===== config.mk =====
export PLATFORM = sky130hd
export DESIGN_NAME = io_led_pwm
export DESIGN_NICKNAME = d
export VERILOG_FILES = /design/src/rtl/io_led_pwm_pkg.sv /design/src/rtl/io_led_pwm_channel.sv /design/src/rtl/io_led_pwm.sv
export SDC_FILE = /design/constraint.sdc
export NUM_CORES = 1
export LEC_CHECK = 0
export ABC_AREA = 1
export BUFFER_PORTS_ARGS = -buffer_cell sky130_fd_sc_hd__buf_2
export CAP_MARGIN = 10
export CORE_UTILIZATION = 50
export CTS_CLUSTER_SIZE = 40
export DETAILED_ROUTE_END_ITERATION = 16
export GPL_ROUTABILITY_DRIVEN = 0
export HOLD_SLACK_MARGIN = 0.12
export PLACE_DENSITY = 0.72
export SYNTH_ARGS = -nofsm -noshare
export SYNTH_HDL_FRONTEND = slang
export SYNTH_SLANG_ARGS = --single-unit
export TNS_END_PERCENT = 10

===== constraint.sdc =====
create_clock -name clk -period 3.4 [get_ports clk]
set_input_delay 0.17 -clock clk [delete_from_list [all_inputs] [get_ports clk]]
set_output_delay 0.17 -clock clk [all_outputs]
set_load 0.02 [all_outputs]

===== src/rtl/io_led_pwm_pkg.sv =====
// Shared definitions for the io_led_pwm LED port: command opcodes, the
// command-decoder state encoding and the bfcpu I/O write-direction value.
`ifndef DIRECTION_WRITE
`define DIRECTION_WRITE 1'b1
`endif

package io_led_pwm_pkg;

   localparam logic IO_DIR_WRITE = `DIRECTION_WRITE;

   localparam logic [2:0] IO_LED_OP_SEL  = 3'b100;
   localparam logic [2:0] IO_LED_OP_DUTY = 3'b101;
   localparam logic [2:0] IO_LED_OP_ALL  = 3'b110;

   typedef enum logic [1:0] {
      IDLE     = 2'd0,
      DATA_ONE = 2'd1,
      DATA_ALL = 2'd2
   } io_led_state_e;

endpackage


===== src/rtl/io_led_pwm_channel.sv =====
// One PWM LED channel: holds the written duty (target) and produces the
// registered LED bit by comparing the running PWM count with the duty.
// With IO_LED_PWM_FADE_EN defined, the compare uses a separate actual duty
// that walks one step toward the target on every PWM counter wrap.
module io_led_pwm_channel #(
   parameter int PWM_BITS = 8
) (
   input  logic                clk,
   input  logic                rst,
   input  logic                wr_en,
   input  logic [PWM_BITS-1:0] wdata,
   input  logic [PWM_BITS-1:0] cnt,
   input  logic                wrap,
   output logic                led,
   output logic [PWM_BITS-1:0] target
);

   localparam logic [PWM_BITS-1:0] DUTY_FULL = '1;

   logic [PWM_BITS-1:0] actual;

   // Written duty; this is also what reads return.
   always_ff @(posedge clk or posedge rst) begin
      if (rst)        target <= '0;
      else if (wr_en) target <= wdata;
   end

`ifdef IO_LED_PWM_FADE_EN
   // Fade: actual duty steps once per PWM period toward the target.
   always_ff @(posedge clk or posedge rst) begin
      if (rst) begin
         actual <= '0;
      end else if (wrap) begin
         if (actual < target)      actual <= actual + 1'b1;
         else if (actual > target) actual <= actual - 1'b1;
      end
   end
`else
   logic unused_wrap;
   assign unused_wrap = wrap;
   assign actual      = target;
`endif

   // Full-scale duty forces the LED solidly on instead of one dark count.
   always_ff @(posedge clk or posedge rst) begin
      if (rst) led <= 1'b0;
      else     led <= (cnt < actual) || (actual == DUTY_FULL);
   end

endmodule


===== src/rtl/io_led_pwm.sv =====
// io_led_pwm: bfcpu io_* byte port driving CHANNELS PWM LEDs.
// Bytes with bit 7 clear are legacy on/off writes; otherwise the top three
// bits select SEL / SET_DUTY / SET_ALL, the latter two taking a data byte.
// Optional fade build: define IO_LED_PWM_FADE_EN.
//
//   state    | meaning
//   ---------+-----------------------------------------------
//   IDLE     | next write is a legacy byte or a command
//   DATA_ONE | next write is the duty for the selected channel
//   DATA_ALL | next write is the duty for every channel
module io_led_pwm
   import io_led_pwm_pkg::*;
#(
   parameter int CHANNELS = 3,
   parameter int PWM_BITS = 8,
   parameter int PRESCALE = 1
) (
   input  logic                clk,
   input  logic                rst,
   input  logic                io_req,
   input  logic                io_dir,
   input  logic [7:0]          io_wdata,
   output logic                io_ack,
   output logic [7:0]          io_rdata,
   output logic [CHANNELS-1:0] led
);

   localparam int                  PS_W      = (PRESCALE > 1) ? $clog2(PRESCALE) : 1;
   localparam logic [PS_W-1:0]     PS_LAST   = PS_W'(PRESCALE - 1);
   localparam logic [PWM_BITS-1:0] DUTY_FULL = '1;

   io_led_state_e       state_q, state_d;
   logic [2:0]          sel_q, sel_d;
   logic [PS_W-1:0]     ps_q;
   logic [PWM_BITS-1:0] cnt_q;
   logic                accept, is_write, step, wrap;
   logic                wr_legacy, wr_one, wr_all;
   logic [PWM_BITS-1:0] duty_pad [8];

   assign accept   = io_req && !io_ack;
   assign is_write = (io_dir == IO_DIR_WRITE);
   assign step     = (ps_q == PS_LAST);
   assign wrap     = step && (cnt_q == DUTY_FULL);

   // Handshake, command state, channel select and read data.
   always_ff @(posedge clk or posedge rst) begin
      if (rst) begin
         io_ack   <= 1'b0;
         io_rdata <= '0;
         state_q  <= IDLE;
         sel_q    <= '0;
      end else begin
         io_ack  <= accept;
         state_q <= state_d;
         sel_q   <= sel_d;
         if (accept && !is_write) io_rdata <= 8'(duty_pad[sel_q]);
      end
   end

   // Command decode; reads never change state, so a pending data byte survives them.
   always_comb begin
      state_d   = state_q;
      sel_d     = sel_q;
      wr_legacy = 1'b0;
      wr_one    = 1'b0;
      wr_all    = 1'b0;
      if (accept && is_write) begin
         case (state_q)
            IDLE: begin
               if (!io_wdata[7]) begin
                  wr_legacy = 1'b1;
               end else begin
                  case (io_wdata[7:5])
                     IO_LED_OP_SEL:  if (io_wdata[3:0] < 4'(CHANNELS)) sel_d = io_wdata[2:0];
                     IO_LED_OP_DUTY: state_d = DATA_ONE;
                     IO_LED_OP_ALL:  state_d = DATA_ALL;
                     default:        ;
                  endcase
               end
            end
            DATA_ONE: begin
               wr_one  = 1'b1;
               state_d = IDLE;
            end
            DATA_ALL: begin
               wr_all  = 1'b1;
               state_d = IDLE;
            end
            default: state_d = IDLE;
         endcase
      end
   end

   // Prescaler and free-running PWM counter.
   always_ff @(posedge clk or posedge rst) begin
      if (rst) begin
         ps_q  <= '0;
         cnt_q <= '0;
      end else begin
         ps_q <= step ? '0 : ps_q + 1'b1;
         if (step) cnt_q <= cnt_q + 1'b1;
      end
   end

   // Read mux is padded to 8 entries so the 3-bit select indexes it exactly.
   for (genvar g = 0; g < 8; g++) begin : g_ch
      if (g < CHANNELS) begin : g_on
         logic                we;
         logic [PWM_BITS-1:0] wd;
         assign we = wr_legacy || wr_all || (wr_one && (sel_q == 3'(g)));
         assign wd = wr_legacy ? (io_wdata[g] ? DUTY_FULL : '0) : io_wdata[PWM_BITS-1:0];

         io_led_pwm_channel #(.PWM_BITS(PWM_BITS)) u_channel (
            .clk    (clk),
            .rst    (rst),
            .wr_en  (we),
            .wdata  (wd),
            .cnt    (cnt_q),
            .wrap   (wrap),
            .led    (led[g]),
            .target (duty_pad[g])
         );
      end else begin : g_off
         assign duty_pad[g] = '0;
      end
   end

endmodule


==> impl_metrics.tcl, run 1 <==
set metrics [dict create \
    status "finished, final reports clean" \
    cts_buffers 5 \
    clock-sinks 49 \
    required_ps 3590 \
    critPathBufInv 1 \
    rows 27 \
    grt_pass1_wl_mm 11.5 \
    clock_latency_ps 310 \
    slew_headroom_pct 30.6 \
    path_clk_slew_ps 100 \
    synth_seq_area_share_pct 40.6 \
    critPathLaunchType "register" \
    worst-path-max-fanout 10 \
    crit_type "reg2reg" \
    rsz0062_at_grt "false" \
    syn_to_final_growth_pct 8.67 \
    vias_per_cell 5.16 \
    seq_area_sq_mm 0.00123 \
    final_nets 458 \
    start_util_pct 53.2 \
    fmax_ghz 0.686 \
    avgSynthCellArea_sq_um 7.56 \
    grt_pass1_vias 2499 \
    place_inst 488 \
    powerDensity_mw_per_mm2 655 \
    yosysWarningCount 0 \
    slowest_delay_ps 450 \
    layout_common_cells "174 x nand2_1, 49 x dfrtp_1, 45 x inv_1" \
    htreeDepth 2 \
    detail_route.wl_per_cell_microns 13.5 \
    hold_path_class "in2async" \
    instances_no_fill 497 \
    port_buffers 23 \
    setup_tns_ps 0 \
    cp_num_cells 8 \
    antenna_cells 0 \
    grt_overflow 0 \
    synth_nets 433 \
    p_leak_nw 1.83 \
    fin_skew_ps 12.7 \
    track_usage_pct 23.8 \
    crit_arrival_ps 1650 \
    drc 0 \
    grt_max_degree 50 \
    worstMarginPinSlew_ps 1040 \
    timing_max_transition_violations_final 0 \
    vias 2565 \
    postSynthCellCount 399 \
    critPathTopFamily "simple AND/OR/NAND/NOR gates" \
    place_ws_ps 1980 \
    die_h_microns 79.7 \
    drv_cap 0 \
    design.core.area_sq_mm 0.00568 \
    peakVddDrop_v 0.000321 \
    drt-initial-drc-count 154 \
    antenna_found_initial 0 \
    cp-end-kind "register" \
    drtPass1Iterations 5 \
    post_cts_buffers 0 \
    multiInputGateArea_sq_mm 0.00157 \
    ant_nets 0 \
    cts_max_path_buffers 2 \
    dp_hpwl_mm 5.09 \
    rr_worst_depth 8 \
    fp.dieW_microns 79.7 \
    final.min_clock_period_ps 1460 \
    fin_ws_ps 1940 \
    setup_viol 0 \
    synth-seq-cells 49 \
    cp_slowest_cell "dfrtp_1" \
    cts_root_buf "clkbuf_8" \
    io_pins 24 \
    die_area_sq_mm 0.00635 \
    cts_tree "built" \
    finalWirelength_mm 6.69 \
    layout_commonest_cell "nand2_1" \
    period_share_pct 42.9 \
    ctsResizeCount 0 \
    p_total_mw 2.15 \
    path_common_cell "nand2_1" \
    finalHoldViolCount 0 \
    ctsHoldBuffers 1 \
    synth_cell_types 23 \
    netlist_area_sq_mm 0.00302 \
    final_area_sq_mm 0.00328 \
    post_dp_cell_area_sq_mm 0.00317 \
    drive_gt1_share_pct 11.8 \
    nFillCells 546 \
    worstPathCellList "nor2_4, nand2_1, nor2_4, inv_1, nand2_1, nand2_1, nand2_1, nand2_1" \
]
[per-layer routing]
| layer | vias up | part of all wire, % | GRT usage [%] |
|---|---|---|---|
| met2 | 60 | 45 | 38.1 |
| met1 | 1172 | 49 | 32.0 |
| met3 | 22 | 3.6 | 3.43 |
| met4 | 0 | 3.0 | 10.0 |
| met5 | - | 0 | 0 |
| li1 | 1311 | - | - |
[metrics by stage]
| stage | utilization [%] | hold WS (ps) |
|---|---|---|
| after floorplan | - | 280 |
| after global placement | 55.9 | 426 |
| after detailed placement | 55.9 | 427 |
| after CTS | 57.8 | 139 |
| after global routing | 57.8 | 150 |
| final | 57.8 | 88.1 |
[power breakdown]
part	switching (mW)	internal, mW
Combinational	0.504	0.304
Sequential	0.195	0.768
Clock	0.212	0.166
[Yosys cell counts]
master,count,area (sq um)
nand2_1,174,653
dfrtp_1,49,1230
inv_1,46,173
nand3_1,39,195
ha_1,22,275
a21oi_1,9,45.0
o21ai_0,9,45.0
nor2_1,8,30.0
nor3_1,8,40.0
nand3_4,5,87.6
xor2_1,5,43.8
nor2_4,4,45.0
buf_4,3,22.5
nand2_4,3,33.8
nor2_2,3,18.8
nor4_1,3,18.8
buf_6,2,22.5
nand4_1,2,12.5
a21oi_2,1,8.76
buf_2,1,5.00
inv_2,1,3.75
or2_1,1,6.26
or2_2,1,6.26
[flip-flops by register name, indices dropped and copies added (netlist names)]
signal                      count
g_ch.g_on.u_channel.led         3
state_q                         2
cnt_q                           8
g_ch.g_on.u_channel.target     24
sel_q                           3
io_rdata                        8
io_ack                          1
[area by class of cell]
type                       count  area share, %
clock buffer                   6           2.52
clock inverter                 2          0.420
timing repair buffer          24           3.82
tap                           72           2.75
sequential                    49           37.4
inverter                      47           5.38
multi-input combinational    297           47.7
[cells by family (layout without fill, tap and decap cells)]
group / after synthesis / in the layout / share of synthesized area [%]
buffers and inverters: 53 / 79 / 7.50
xor gates and xnor gates: 5 / 5 / 1.45
AOI/OAI and AO/OA: 19 / 19 / 3.28
adders and majority gates: 22 / 22 / 9.12
and+or+nand+nor: 251 / 251 / 38.0
DFF: 49 / 49 / 40.6
[path summary, 6_finish.rpt]
check                                   startpoint                                      endpoint  slack, ps
setup / recovery            state_q[0]$_DFFE_PP0P_  g_ch[0].g_on.u_channel.target[6]$_DFFE_PP0P_       1940
hold / removal                                 rst                       io_rdata[0]$_DFFE_PP0P_         90
setup reg to reg            state_q[0]$_DFFE_PP0P_  g_ch[0].g_on.u_channel.target[6]$_DFFE_PP0P_       1940
hold reg to reg            io_rdata[5]$_DFFE_PP0P_                       io_rdata[5]$_DFFE_PP0P_        480
max in group asynchronous                      rst  g_ch[0].g_on.u_channel.target[6]$_DFFE_PP0P_       2650
min in group clk                       io_wdata[0]  g_ch[0].g_on.u_channel.target[0]$_DFFE_PP0P_        150
(Power assumes the default switching activity.)
==> inputs of run 2 (changes only) <==
Settings changed: PLACE_DENSITY 0.72 to 0.75.
Clock period 3.4 ns to 1.24 ns, I/O delays scaled along.
==> run 2 against run 1 <==
Net effect:
- the run now ends with setup timing left
- hold slack improved by 25 ps
- clock skew is 7.8 ps higher
- count of clock-buffer cells in the layout up 1
- register-to-register slack worse by 2100 ps
- clock power grew to 3.2 times the previous value
- combinational power grew to 3.6 times the previous value
- sequential power grew to 2.6 times the previous value
- sequential share of layout area shrank 4.1 points
- cell count is 7.6% higher
- fmax up 4.0%
- largest cell class unchanged
- highest routed layer unchanged
==> impl_metrics.tcl, run 2 (synthesis results as in run 1) <==
set metrics [dict create \
    status "complete, but fails checks" \
    violations "setup timing" \
    ant_nets 0 \
    htreeDepth 2 \
    final_area_sq_mm 0.00371 \
    peakVddDrop_v 0.000860 \
    die_h_microns 79.7 \
    cp-end-kind "register" \
    reg_top3 "g_ch.g_on.u_channel.target x24, cnt_q x8, io_rdata x8" \
    rr_worst_depth 8 \
    worstMarginPinSlew_ps 295 \
    cts_buffers 5 \
    worstHoldStart "io_wdata[4]" \
    critPathLaunchType "register" \
    vias 2830 \
    crit_type "reg2reg" \
    setup_viol 31 \
    hold_path_class "in2reg" \
    rows 27 \
    timing_max_transition_violations_final 0 \
    grt_pass1_wl_mm 12.6 \
    fin_ws_ps -162 \
    slew_headroom_pct 80.3 \
    place_inst 518 \
    start_util_pct 53.2 \
    p_clk_share_pct 18.4 \
    clock_latency_ps 310 \
    multiInputGateArea_sq_mm 0.00164 \
    swShare_pct 39.7 \
    required_ps 1450 \
    powerDensity_mw_per_mm2 1780 \
    clock-sinks 49 \
    grt_overflow 0 \
    min_delay_worst_endpoint "g_ch[1].g_on.u_channel.target[4]$_DFFE_PP0P_" \
    whs_ps 113 \
    antenna_cells 0 \
    fp.dieW_microns 79.7 \
    drive_gt1_share_pct 24.0 \
    cts_root_buf "clkbuf_8" \
    drtPass1Iterations 6 \
    drc 0 \
    dp_hpwl_mm 5.62 \
    rsz0062_at_grt "true" \
    fin_skew_ps 20.5 \
    worst-path-max-fanout 7 \
    finalHoldViolCount 0 \
    drv_cap 0 \
    post_dp_cell_area_sq_mm 0.00343 \
    holdPathStages 5 \
    largest_reg_flops 24 \
    vias_per_cell 5.29 \
    p_leak_nw 2.03 \
    die_area_sq_mm 0.00635 \
    drt-initial-drc-count 237 \
    crit_arrival_ps 1610 \
    p_comb_share_pct 43.5 \
    track_usage_pct 26.0 \
    detail_route.wl_per_cell_microns 13.9 \
    instances_no_fill 535 \
    nFillCells 477 \
    grt_max_degree 39 \
    cts_max_path_buffers 2 \
    fmax_ghz 0.713 \
    antenna_found_initial 0 \
    layout_commonest_cell "nand2_1" \
    timing.rr.start "state_q[0]$_DFFE_PP0P_" \
    r2r_end "g_ch[1].g_on.u_channel.target[5]$_DFFE_PP0P_" \
    r2r_slack_ps -160 \
    top_register "g_ch.g_on.u_channel.target" \
    seq_area_sq_mm 0.00123 \
    power_switching_mw 2.62 \
    syn_to_final_growth_pct 23.1 \
    period_share_pct 113 \
    final_nets 496 \
    port_buffers 23 \
    utilization_pct 65.4 \
    layout_common_cells "160 x nand2_1, 43 x inv_1, 42 x dfrtp_1" \
    io_pins 24 \
    p_int_mw 3.99 \
    path_clk_slew_ps 100 \
    sequentialPowerShare_pct 38.1 \
    design.core.area_sq_mm 0.00568 \
    final.min_clock_period_ps 1400 \
    grt_pass1_vias 2790 \
    finalWirelength_mm 7.45 \
    cts_tree "built" \
    setup_tns_ps -2850 \
]
==> run 2: cell count changes in the layout (fill, tap and decap cells not counted), sizes merged <==
cell,change
buf,+31
dlygate4sd3,+7
clkinv,-2
bufinv,+1
clkbuf,+1
==> run 2: how the worst max path moves through the flow <==
stage | from | end | depth (start not counted)
6_report | state_q[0]$_DFFE_PP0P_ | g_ch[1].g_on.u_channel.target[5]$_DFFE_PP0P_ | 8
5_1_grt | state_q[0]$_DFFE_PP0P_ | g_ch[1].g_on.u_channel.target[5]$_DFFE_PP0P_ | 8
4_1_cts | state_q[0]$_DFFE_PP0P_ | g_ch[1].g_on.u_channel.target[5]$_DFFE_PP0P_ | 8
3_5_place_dp | state_q[1]$_DFFE_PP0P_ | g_ch[1].g_on.u_channel.target[5]$_DFFE_PP0P_ | 8
3_3_place_gp | cnt_q[5]$_DFF_PP0_ | g_ch[0].g_on.u_channel.led$_DFF_PP0_ | 6
2_1_floorplan | io_ack$_DFF_PP0_ | io_rdata[0]$_DFFE_PP0P_ | 7
==> run 2: what timing repair did <==
action / CTS / global route
setup endpoints to repair: 30 / 43
pin swaps: 3 / 5
gates resized for setup: 4 / 29
setup buffers: 1 / 0
endpoints found under the hold margin: 57 / 0
hold buffers: 8 / 0
==> run 2: critical path, stage by stage (launching register included) <==
cell and delay (ps):
dfrtp_2 450, nor2_4 140, nand2_2 70, nor2_4 240, inv_4 100, nand2_2 100
nand2_1 70, nand2_1 80, nand2_1 60
==> run 2: metrics by stage <==
step	setup WS (ps)	power [mW]
final	-162	6.62
after global routing	-226	7.14
after CTS	-71.6	6.53
after detailed placement	-62.2	5.28
after global placement	-42.3	5.17
after floorplan	-28.8	4.25
==> run 2: power by group through the flow <==
| stage | clock network, mW | logic (mW) | registers (mW) |
|---|---|---|---|
| floorplan | 0 | 1.75 | 2.50 |
| global placement | 0 | 2.64 | 2.53 |
| detailed placement | 0 | 2.74 | 2.54 |
| CTS | 1.23 | 2.80 | 2.51 |
| global route | 1.28 | 3.28 | 2.58 |
| finish | 1.22 | 2.88 | 2.52 |
==> run 2: layer usage <==
layer,track usage (%),up-vias,wire (microns)
li1,-,1383,-
met1,33.0,1318,3340
met4,10.7,0,199
met3,4.11,20,345
met2,43.6,109,3560
met5,0,-,0
==> run 2: area by class of cell <==
type / count / area share [%]
multi-input cells: 297 / 44.2
well taps: 72 / 2.43
inverters: 47 / 4.82
clock inverters: 1 / 0.809
flip-flops and latches: 49 / 33.3
repair buffers: 62 / 12.2
clock buffers: 7 / 2.32
